`src/rtl/sub_serial.sv`:
```
// Bit-serial subtractor: computes a - b one bit per clock (LSB first) with a ripple borrow.
// Optional `SUB_SERIAL_OVF_EN adds a registered signed-overflow flag (ovf).
module sub_serial #(
  parameter int WIDTH = 8
) (
  input  logic             clk,
  input  logic             rst,
  input  logic             en,
  input  logic [WIDTH-1:0] a,
  input  logic [WIDTH-1:0] b,
  output logic [WIDTH-1:0] out,
  output logic             borrow_out,
  output logic             busy,
  output logic             done
`ifdef SUB_SERIAL_OVF_EN
  ,
  output logic             ovf
`endif
);

  localparam int CW = (WIDTH > 1) ? $clog2(WIDTH) : 1;
  localparam logic [CW-1:0] LAST = CW'(WIDTH - 1);

  typedef enum logic [1:0] {
    IDLE = 2'd0,
    SUB  = 2'd1,
    DONE = 2'd2
  } state_t;

  state_t          state;
  logic [WIDTH-1:0] a_reg;
  logic [WIDTH-1:0] b_reg;
  logic             borrow;
  logic [CW-1:0]    count;

  logic diff;
  logic borrow_nxt;

  // One full-subtractor bit on the current LSBs of the shifting operands.
  assign diff       = a_reg[0] ^ b_reg[0] ^ borrow;
  assign borrow_nxt = (~a_reg[0] & b_reg[0]) | (~(a_reg[0] ^ b_reg[0]) & borrow);

  assign busy = (state == SUB);
  assign done = (state == DONE);

  always_ff @(posedge clk or negedge rst) begin
    if (!rst) begin
      state      <= IDLE;
      out        <= '0;
      a_reg      <= '0;
      b_reg      <= '0;
      borrow     <= 1'b0;
      count      <= '0;
      borrow_out <= 1'b0;
`ifdef SUB_SERIAL_OVF_EN
      ovf        <= 1'b0;
`endif
    end else begin
      case (state)
        IDLE: begin
          if (en) begin
            a_reg  <= a;
            b_reg  <= b;
            borrow <= 1'b0;
            count  <= '0;
            out    <= '0;
            state  <= SUB;
          end
        end
        SUB: begin
          out    <= {diff, out[WIDTH-1:1]};
          borrow <= borrow_nxt;
          a_reg  <= a_reg >> 1;
          b_reg  <= b_reg >> 1;
          count  <= count + CW'(1);
          if (count == LAST) begin
            state      <= DONE;
            borrow_out <= borrow_nxt;
`ifdef SUB_SERIAL_OVF_EN
            // On the last bit a_reg[0]/b_reg[0] are the captured operand MSBs.
            ovf        <= (a_reg[0] != b_reg[0]) && (diff != a_reg[0]);
`endif
          end
        end
        DONE: begin
          // Require en to drop before another start; a held en never restarts.
          if (!en) state <= IDLE;
        end
        default: state <= IDLE;
      endcase
    end
  end

endmodule

```
`config.mk`:
```
export PLATFORM = sky130hd
export DESIGN_NAME = sub_serial
export DESIGN_NICKNAME = d
export VERILOG_FILES = /design/src/rtl/sub_serial.sv
export SDC_FILE = /design/constraint.sdc
export NUM_CORES = 1
export LEC_CHECK = 0
export ABC_AREA = 1
export ABC_CLOCK_PERIOD_IN_PS = 1300
export CAP_MARGIN = 10
export CORE_MARGIN = 3
export CORE_UTILIZATION = 46
export CTS_BUF_LIST = sky130_fd_sc_hd__clkbuf_16
export CTS_CLUSTER_DIAMETER = 50
export CTS_CLUSTER_SIZE = 12
export DETAILED_ROUTE_END_ITERATION = 7
export MAX_ROUTING_LAYER = met4
export PLACE_DENSITY_LB_ADDON = 0.3
export REMOVE_ABC_BUFFERS = 1
export SLEW_MARGIN = 20
export SYNTH_ARGS = -nofsm -noshare
export SYNTH_HDL_FRONTEND = slang
export SYNTH_SLANG_ARGS = --single-unit
```
`constraint.sdc`:
```
create_clock -name clk -period 1.3 [get_ports clk]
set_input_delay 0.26 -clock clk [delete_from_list [all_inputs] [get_ports clk]]
set_output_delay 0.26 -clock clk [all_outputs]
set_load 0.02 [all_outputs]
```
* After elaboration in Yosys (flattened, before gate mapping) *
Cells that the tools add are included.

storage, ports and cells
  register bits after elaboration = 31
  latch bits = 0
  bits in writable memories = 0
  memory bits (read-only) = 0
  input bits = 19
  output and inout port bits = 11
  logic and storage cells = 40
  memories kept = 0

operators by class
  add/subtract/negate cells = 1
  $mul = 0
  div/mod/pow operators = 0
  magnitude comparators = 0
  equal/unequal tests = 6
  shift operators = 0
  muxes and demuxes = 14
  bitwise operators = 7
  reductions and logical operators = 5

operators with widths
  kind                                                                    count
  8-bit one-hot mux with 2 select lines                                   3
  8-bit 2-to-1 mux                                                        3
  2-bit 2-to-1 mux                                                        3
  2-bit one-hot mux with 3 select lines                                   1
  3-bit one-hot mux with 2 select lines                                   1
  2-bit != test (second input constant)                                   2
  2-bit AND reduction                                                     2
  3-bit by 1-bit adder with 3-bit output (second input constant)          1
  3-bit equality test (second input constant)                             1
  3-bit 2-to-1 mux                                                        1
  3-bit AND reduction                                                     1
  1-bit bitwise AND                                                       2
  2-bit by 1-bit equality test with 1-bit output (second input constant)  1
  2-bit equality test (second input constant)                             1
  2-bit zero test                                                         1
  2-bit by 1-bit != test with 1-bit output (second input constant)        1
  1-bit inverter                                                          2
  1-bit one-hot mux with 2 select lines                                   1
  2-bit nonzero test                                                      1
  1-bit XOR                                                               2
  1-bit 2-to-1 mux                                                        1
  1-bit OR                                                                1

* Longest topological paths before layout *
Gate-level depths: netlist (run 1).

  depth in word-level cells = 5
  mapped depth = 7
  gate-level depth less buffers = 6

* Worst setup path before layout (run 1) *
No wires, ideal clock.

  path kind = register to register
  from = reg a_reg[0]
  to = reg borrow
  setup time = 83 ps
  arrival = 1144 ps
  data required time = 1217 ps
  setup slack = 73 ps
  stages on the path, launching flop included = 4
  path buffers = 0
  period minus slack after synthesis = 1227 ps
  path through = dfrtp_1 > fa_1 > or2_2 > o21ai_0

between the ends
  longest elaborated chain between the ends = 5
  elaborated cells between the ends (all ways) = 7
  classes of those cells = mux (1); bitwise (6)

RTL lines
  element                                  line  text
  start: declaration                       31    logic [WIDTH-1:0] a_reg;
  start signal: assignment                 73    a_reg <= a_reg >> 1;
  1-bit XOR                                41    assign borrow_nxt = (~a_reg[0] & b_reg[0]) | (~(a_reg[0] ^ b_reg[0]) & borrow);
  1-bit inverter                           41
  1-bit bitwise AND                        41
  1-bit OR *                               41
  1-bit one-hot mux with 2 select lines *  59    case (state)
  end signal: assignment                   72    borrow <= borrow_nxt;
  end: declaration                         33    logic borrow;

Every way passes the cells marked *; elsewhere a longest branch is shown, timed or not.
A chain may end at the register's enable or synchronous reset.

* Worst setup path after layout (run 1) *
  from = reg out[3]
  to = out out[3]

RTL lines
  element                   line  text
  start: declaration        11    output logic [WIDTH-1:0] out,
  start signal: assignment  71    out <= {diff, out[WIDTH-1:1]};

No word-level cell between the ends.

==> results of run 1 <==
## cell usage in the layout (no fill, tap or decap), drive strengths merged
cell type | netlist | routed
ha | 2 | 2
or2 | 1 | 1
clkinv | 0 | 2
nand3 | 31 | 31
clkdlybuf4s15 | 0 | 1
dlygate4sd2 | 0 | 8
clkbuf | 1 | 5
o21ai | 4 | 4
a21oi | 2 | 2
fa | 1 | 1
nor2 | 5 | 5
inv | 28 | 28
dfrtp | 31 | 31
clkdlybuf4s50 | 0 | 18
buf | 7 | 15
nand2 | 75 | 75
## worst reg2reg max path, stage by stage (launching register included)
cell	delay, ns
dfrtp_1	0.41
buf_4	0.22
nand2_8	0.12
nand2_4	0.08
buf_4	0.16
nand3_1	0.06
nand2_1	0.05
## metrics by stage
| stage | setup TNS, ns | power [mW] | hold slack (ns) |
|---|---|---|---|
| finish | 0 | 4.93 | 0.353 |
| global route | -0.00524 | 5.37 | 0.370 |
| CTS | 0 | 4.87 | 0.357 |
| detailed placement | -2.33 | 3.83 | 0.465 |
| global placement | -2.40 | 3.77 | 0.458 |
| floorplan | -0.251 | 2.97 | -0.0356 |
## final timing paths
| kind | cells past startpoint | slack, ns | to |
|---|---|---|---|
| worst max-delay path | 1 | 0.04 | out[3] |
| worst max register to register | 6 | 0.09 | a_reg[1] |
| worst min register to register | 2 | 0.47 | out[0] |
| min in group clk | 2 | 0.47 | out[0] |
| max in group asynchronous | 2 | 0.77 | state[1] |
| worst min-delay path | 2 | 0.35 | b_reg[3] |
## repair_timing
action,in CTS,in global routing
pin swaps,0,1
resized for setup,19,11
buffers inserted,0,1
endpoints found under the setup margin,12,31
hold endpoints to repair,0,0
## metal layers
metal,GRT usage,share of wire
met5,-,0
met4,0.0566,0.011
met2,0.288,0.48
met1,0.230,0.46
met3,0.0517,0.047
## area by class of cell
class                   count  area share
well taps                  44      0.0268
inverters                  28      0.0548
clock buffers               5      0.0609
flip-flops and latches     31       0.378
repair buffers             42       0.191
clock inverters             2     0.00426
multi-input cells         121       0.284
## logic make-up (layout without fill, tap and decap cells)
kind of cell / Yosys count / in the layout
adder cells (fa/ha/maj): 3 / 3
buffers and inverters: 36 / 77
AO/OA/AOI/OAI: 6 / 6
flip-flops: 31 / 31
AND/OR/NAND/NOR: 112 / 112
## where the power goes
group	total [mW]	internal [mW]	switching (mW)
Sequential	1.66	1.40	0.258
Clock	1.06	0.685	0.380
Combinational	2.20	0.958	1.24
==> metrics.txt, run 1 <==
status=complete, no violations; Yosys top cell by area=dfrtp_1; simple-gate portion of the synthesized area=0.328; Yosys reg bits=31; Final ANT Viol Nets=0; cts bufs inserted=5; XOR/XNOR share of the synthesized area=0; post-synthesis compound-gate area fraction=0.0197; ys flop type=dfrtp_1; global-route wire length before repair=5620 um; Post-Layout Cell Count=between 200 and 300; Tot GR Track Use=0.183; post-DP HPWL=around 2100 um; cell leakage power=between 1 and 1.5 nW; routed via count=around 1.3k; DRT Wirelength=between 3000 and 4000 um; P per Cell Area=2400 nW/um^2; share of the yosys chip area belonging to registers=0.509; first-pass iteration count of the detailed router=4; Final Util=0.662; most frequent cell after synthesis=nand2_1; later-pin clock latency in the skew report=approximately 0.27 ns; CTS Root Cell=clkbuf_16; actual slew at the worst max-slew pin=between 0.2 and 0.3 ns; Clk pin slew, worst setup/hold paths=~0.050 ns; reg2reg start=state[0]; detailed-route DRC error count=0; Post-Syn Instances=between 150 and 200; Layout area overhead=34.8%; YS warnings=0; worst setup margin=roughly 0.043 ns; Worst Path Class, Setup=reg2out; Core Region=3100 um^2; max incr delay on CP=roughly 0.4 ns; critical path buffer and inverter count=1; setup violators final=0; Crit. Startpoint=out[3]; largest family of logic cells by synthesized area=simple AND/OR/NAND/NOR gates; pre-CTS WS=-0.156 ns; max cap viols=0; IO Pins=30; Placed Area=1910 um^2; hold_buf cts=0; CTS tree=built; Worst Hold Class=in2async; htree depth=2; RSZ-0062 raised after global routing=yes; # nets final=approximately 250; die area=about 4000 um^2; Crit path arrival time=1.00 ns; post-synthesis mux area share=0; Commonest cells post-synth=nand2_1 (72), dfrtp_1 (31), nand3_1 (31); FP Rows=20; crit-path cells=dlygate4sd2_1; crit end category=output port; largest net degree at the start of global routing=32; Initial Util=0.491; CTS sink count=31; Synth Cell Area=roughly 1500 um^2; Rel. slew slack=0.831; Slew Limit Fails=0; Final Hold Vio Count=0; Crit Path Max Fanout=3; maximum VDD drop=1330 uV; EDFF count, synth=0; Tmin final=1.26 ns; Register Area=slightly below 800 um^2; synth unique cells=19; critical path's slowest cell=dfrtp_1; vias in the first global route=between 1k and 1.5k; Die H=between 60 and 70 um; crit share post-route=0.967; Filler cells=about 290; Multi-input gate area=between 500 and 600 um^2; Routed WL per cell=11.7 um; adder-cell share of the synthesized area=0.0296; Yosys top cell area share=0.509; Avg Inst Size Synth=approximately 8.1 um^2; delay-heaviest family, CP=flip-flops; initial antenna violation count=0; synth top area cells=dfrtp_1 (51%), nand2_1 (18%), nand3_1 (10%); Cells after DPL=between 200 and 300; GR Overflow Total=0; Post-synth ARST share=1.00; clk_skew=0.00388 ns; Final Wtd Congestion=~0.78; CP Launch Type=flip-flop; layout cells sized above 1=0.144; diode count=0; Starting DRT DRC Count=95; Longest Clk Path Bufs=2; Die Wd=between 60 and 70 um; maximum clock rate=a little under 800 MHz; Final Cell Area=roughly 2100 um^2; Required @ worst endpoint=1.04 ns; number of I/O port buffers=29; Vias/cell=between 4 and 5
No activity file was read; power rests on OpenSTA's default activity.
==> run 2: changes to the inputs <==
CTS_CLUSTER_DIAMETER = 200   (was 50)
SKIP_LAST_GASP = 1   (was unset)
==> results of run 2 <==
No change in the layout: final DEF, timing and power equal those of run 1.
Main changes from that run: number of gates resized after CTS 19 -> 16
==> edit (config.mk and constraints of run 2) <==
The parameter `WIDTH` goes from 8 to 32.
--- a/src/rtl/sub_serial.sv
+++ b/src/rtl/sub_serial.sv
@@ -2,5 +2,5 @@
 // Optional `SUB_SERIAL_OVF_EN adds a registered signed-overflow flag (ovf).
 module sub_serial #(
-  parameter int WIDTH = 8
+  parameter int WIDTH = 32
 ) (
   input  logic             clk,
Ports: changed (resized a, b and out); port bits go from 30 to 102. The function was not compared with the original's and may differ.
==> edit against run 2 <==
The run now ends with negative setup slack left. Via count grew to 3.2 times the old value. Sequential cell count is 74 higher. Setup slack worse by 0.081 ns. Clock power grew to 2.8 times the old value. Global-route usage is 1.4 points higher. Routed wire length grew to 3.7 times the old value. Synthesized cell count grew to 2.8 times the old value. Synthesized area grew to 3.0 times the old value. Non-clock buffer count is 95 higher. Power grew to 2.6 times the old value. Count of clock-buffer cells in the layout is 4 higher. First-iteration DRC count grew to 3.1 times the old value. Design area grew to 3.1 times the old value. Largest power group is now sequential cells. Highest routed layer unchanged.
==> edit: results <==
export IMPL_status="finished, violations left"
export IMPL_slowest_delay_ns=0.38
export IMPL_drt_total_wl_um=11800
export IMPL_wire_per_inst_um=15.2
export IMPL_drt_iter0_drc=292
export IMPL_grt_pass1_vias=3656
export IMPL_rr_startpoint="state[1]"
export IMPL_worst_pin_slew_ns=0.447
export IMPL_grt_use_total=0.198
export IMPL_nNetsFinal=712
export IMPL_violations="negative setup slack"
export IMPL_worst_path_max_fanout=17
export IMPL_seq_area_frac_synth=0.574
export IMPL_clk_latency_ns=0.34
export IMPL_reg2regPathDepth=8
export IMPL_ys_top_cells_by_count="nand2_1 (203), nand3_1 (163), dfrtp_1 (105)"
export IMPL_cp_arrival_ns=1.61
export IMPL_grt_max_degree=42
export IMPL_irDropWorstVdd_v=0.00110
export IMPL_drive_above_1_share=0.184
export IMPL_dr_total_vias=4088
export IMPL_worst_slack_ns=-0.0376
export IMPL_yosys_cell_types_count=18
export IMPL_synth_area_top_cells="dfrtp_1 (57%), nand3_1 (18%), nand2_1 (17%), buf_2 (2.8%), buf_6 (1.2%)"
export IMPL_grt_pass1_wl_um=17900
export IMPL_synth_avg_cell_area_um2=8.59
export IMPL_setup_viol=32
export IMPL_cp_top_family="buffers and inverters"
export IMPL_place_inst=746
export IMPL_numCtsBuffers=9
export IMPL_clkTransAtPathRegs_ns=0.07
export IMPL_io_buffer_count=101
==> edit: changes by cell type in the layout (fill, tap and decap cells not counted), sizes merged, moves of 20 or more <==
cell and change:
buf +29, nand3 +132, nand2 +129, clkdlybuf4s50 +47, dfrtp +74, clkbuf +20
==> edit: cell families (layout without fill, tap and decap cells) <==
family / after synthesis / in the layout / synth area share
flip-flops: 105 / 105 / 0.574
buffers and inverters: 45 / 159 / 0.0563
AND/OR/NAND/NOR: 373 / 373 / 0.351
AO/OA/AOI/OAI: 7 / 7 / 0.00847
adder cells (fa/ha/maj): 3 / 3 / 0.00984
==> edit: path summary, 6_finish.rpt <==
check	end	slack, ns
worst max-delay path	a_reg[0]	-0.04
worst min-delay path	out[30]	0.45
worst max register to register	a_reg[0]	-0.04
worst min register to register	b_reg[8]	0.49
max in group asynchronous	state[0]	0.41
min in group clk	a_reg[31]	0.45
==> edit: area by class of cell <==
| cell class | instances | area, µm² |
|---|---|---|
| fill | 767 | 3080 |
| sequential | 105 | 2630 |
| multi-input combinational | 383 | 1800 |
| timing repair buffer | 137 | 1420 |
| clock buffer | 9 | 225 |
| tap | 129 | 161 |
| clock inverter | 7 | 109 |
| inverter | 6 | 25.0 |
==> edit: where the power goes <==
part	total (mW)	switching, mW	internal (mW)	leakage, nW
logic	4.57	2.56	2.01	1.60
registers	5.38	0.834	4.55	1.37
clock network	3.02	1.28	1.74	0.165
==> edit: timing repair <==
action | 4_1_cts | 5_1_grt
endpoints found under the hold margin | 70 | 0
setup endpoints to repair | 75 | 113
cloned | 0 | 7
pin swaps | 1 | 4
hold buffers | 1 | 0
buffers inserted | 0 | 6
gates resized for setup | 102 | 65
==> edit: routing by layer <==
| layer | routed length (µm) | up-vias | track usage |
|---|---|---|---|
| li1 | - | 1973 | - |
| met1 | 5380 | 1935 | 0.294 |
| met2 | 5460 | 169 | 0.282 |
| met3 | 838 | 11 | 0.0484 |
| met4 | 112 | 0 | 0.0296 |
| met5 | 0 | - | - |
==> edit: tightest hold or removal path, stage by stage <==
cell,delay [ns]
dlygate4sd3_1,0.54
buf_4,0.14
buf_12,0.22
==> edit: through the flow <==
stage               utilization  cell area, µm²  TNS [ns]  hold slack, ns  power [mW]
detailed placement        0.609            5760    -16.52           0.256        9.72
CTS                       0.650            6140   -0.0682           0.447        12.7
floorplan                     -            4340   -257.05         -0.0356        7.70
global route              0.674            6370     -2.93           0.463        13.8
global placement          0.609            5760    -14.22           0.251        9.55
finish                    0.674            6370    -0.624           0.447        13.0
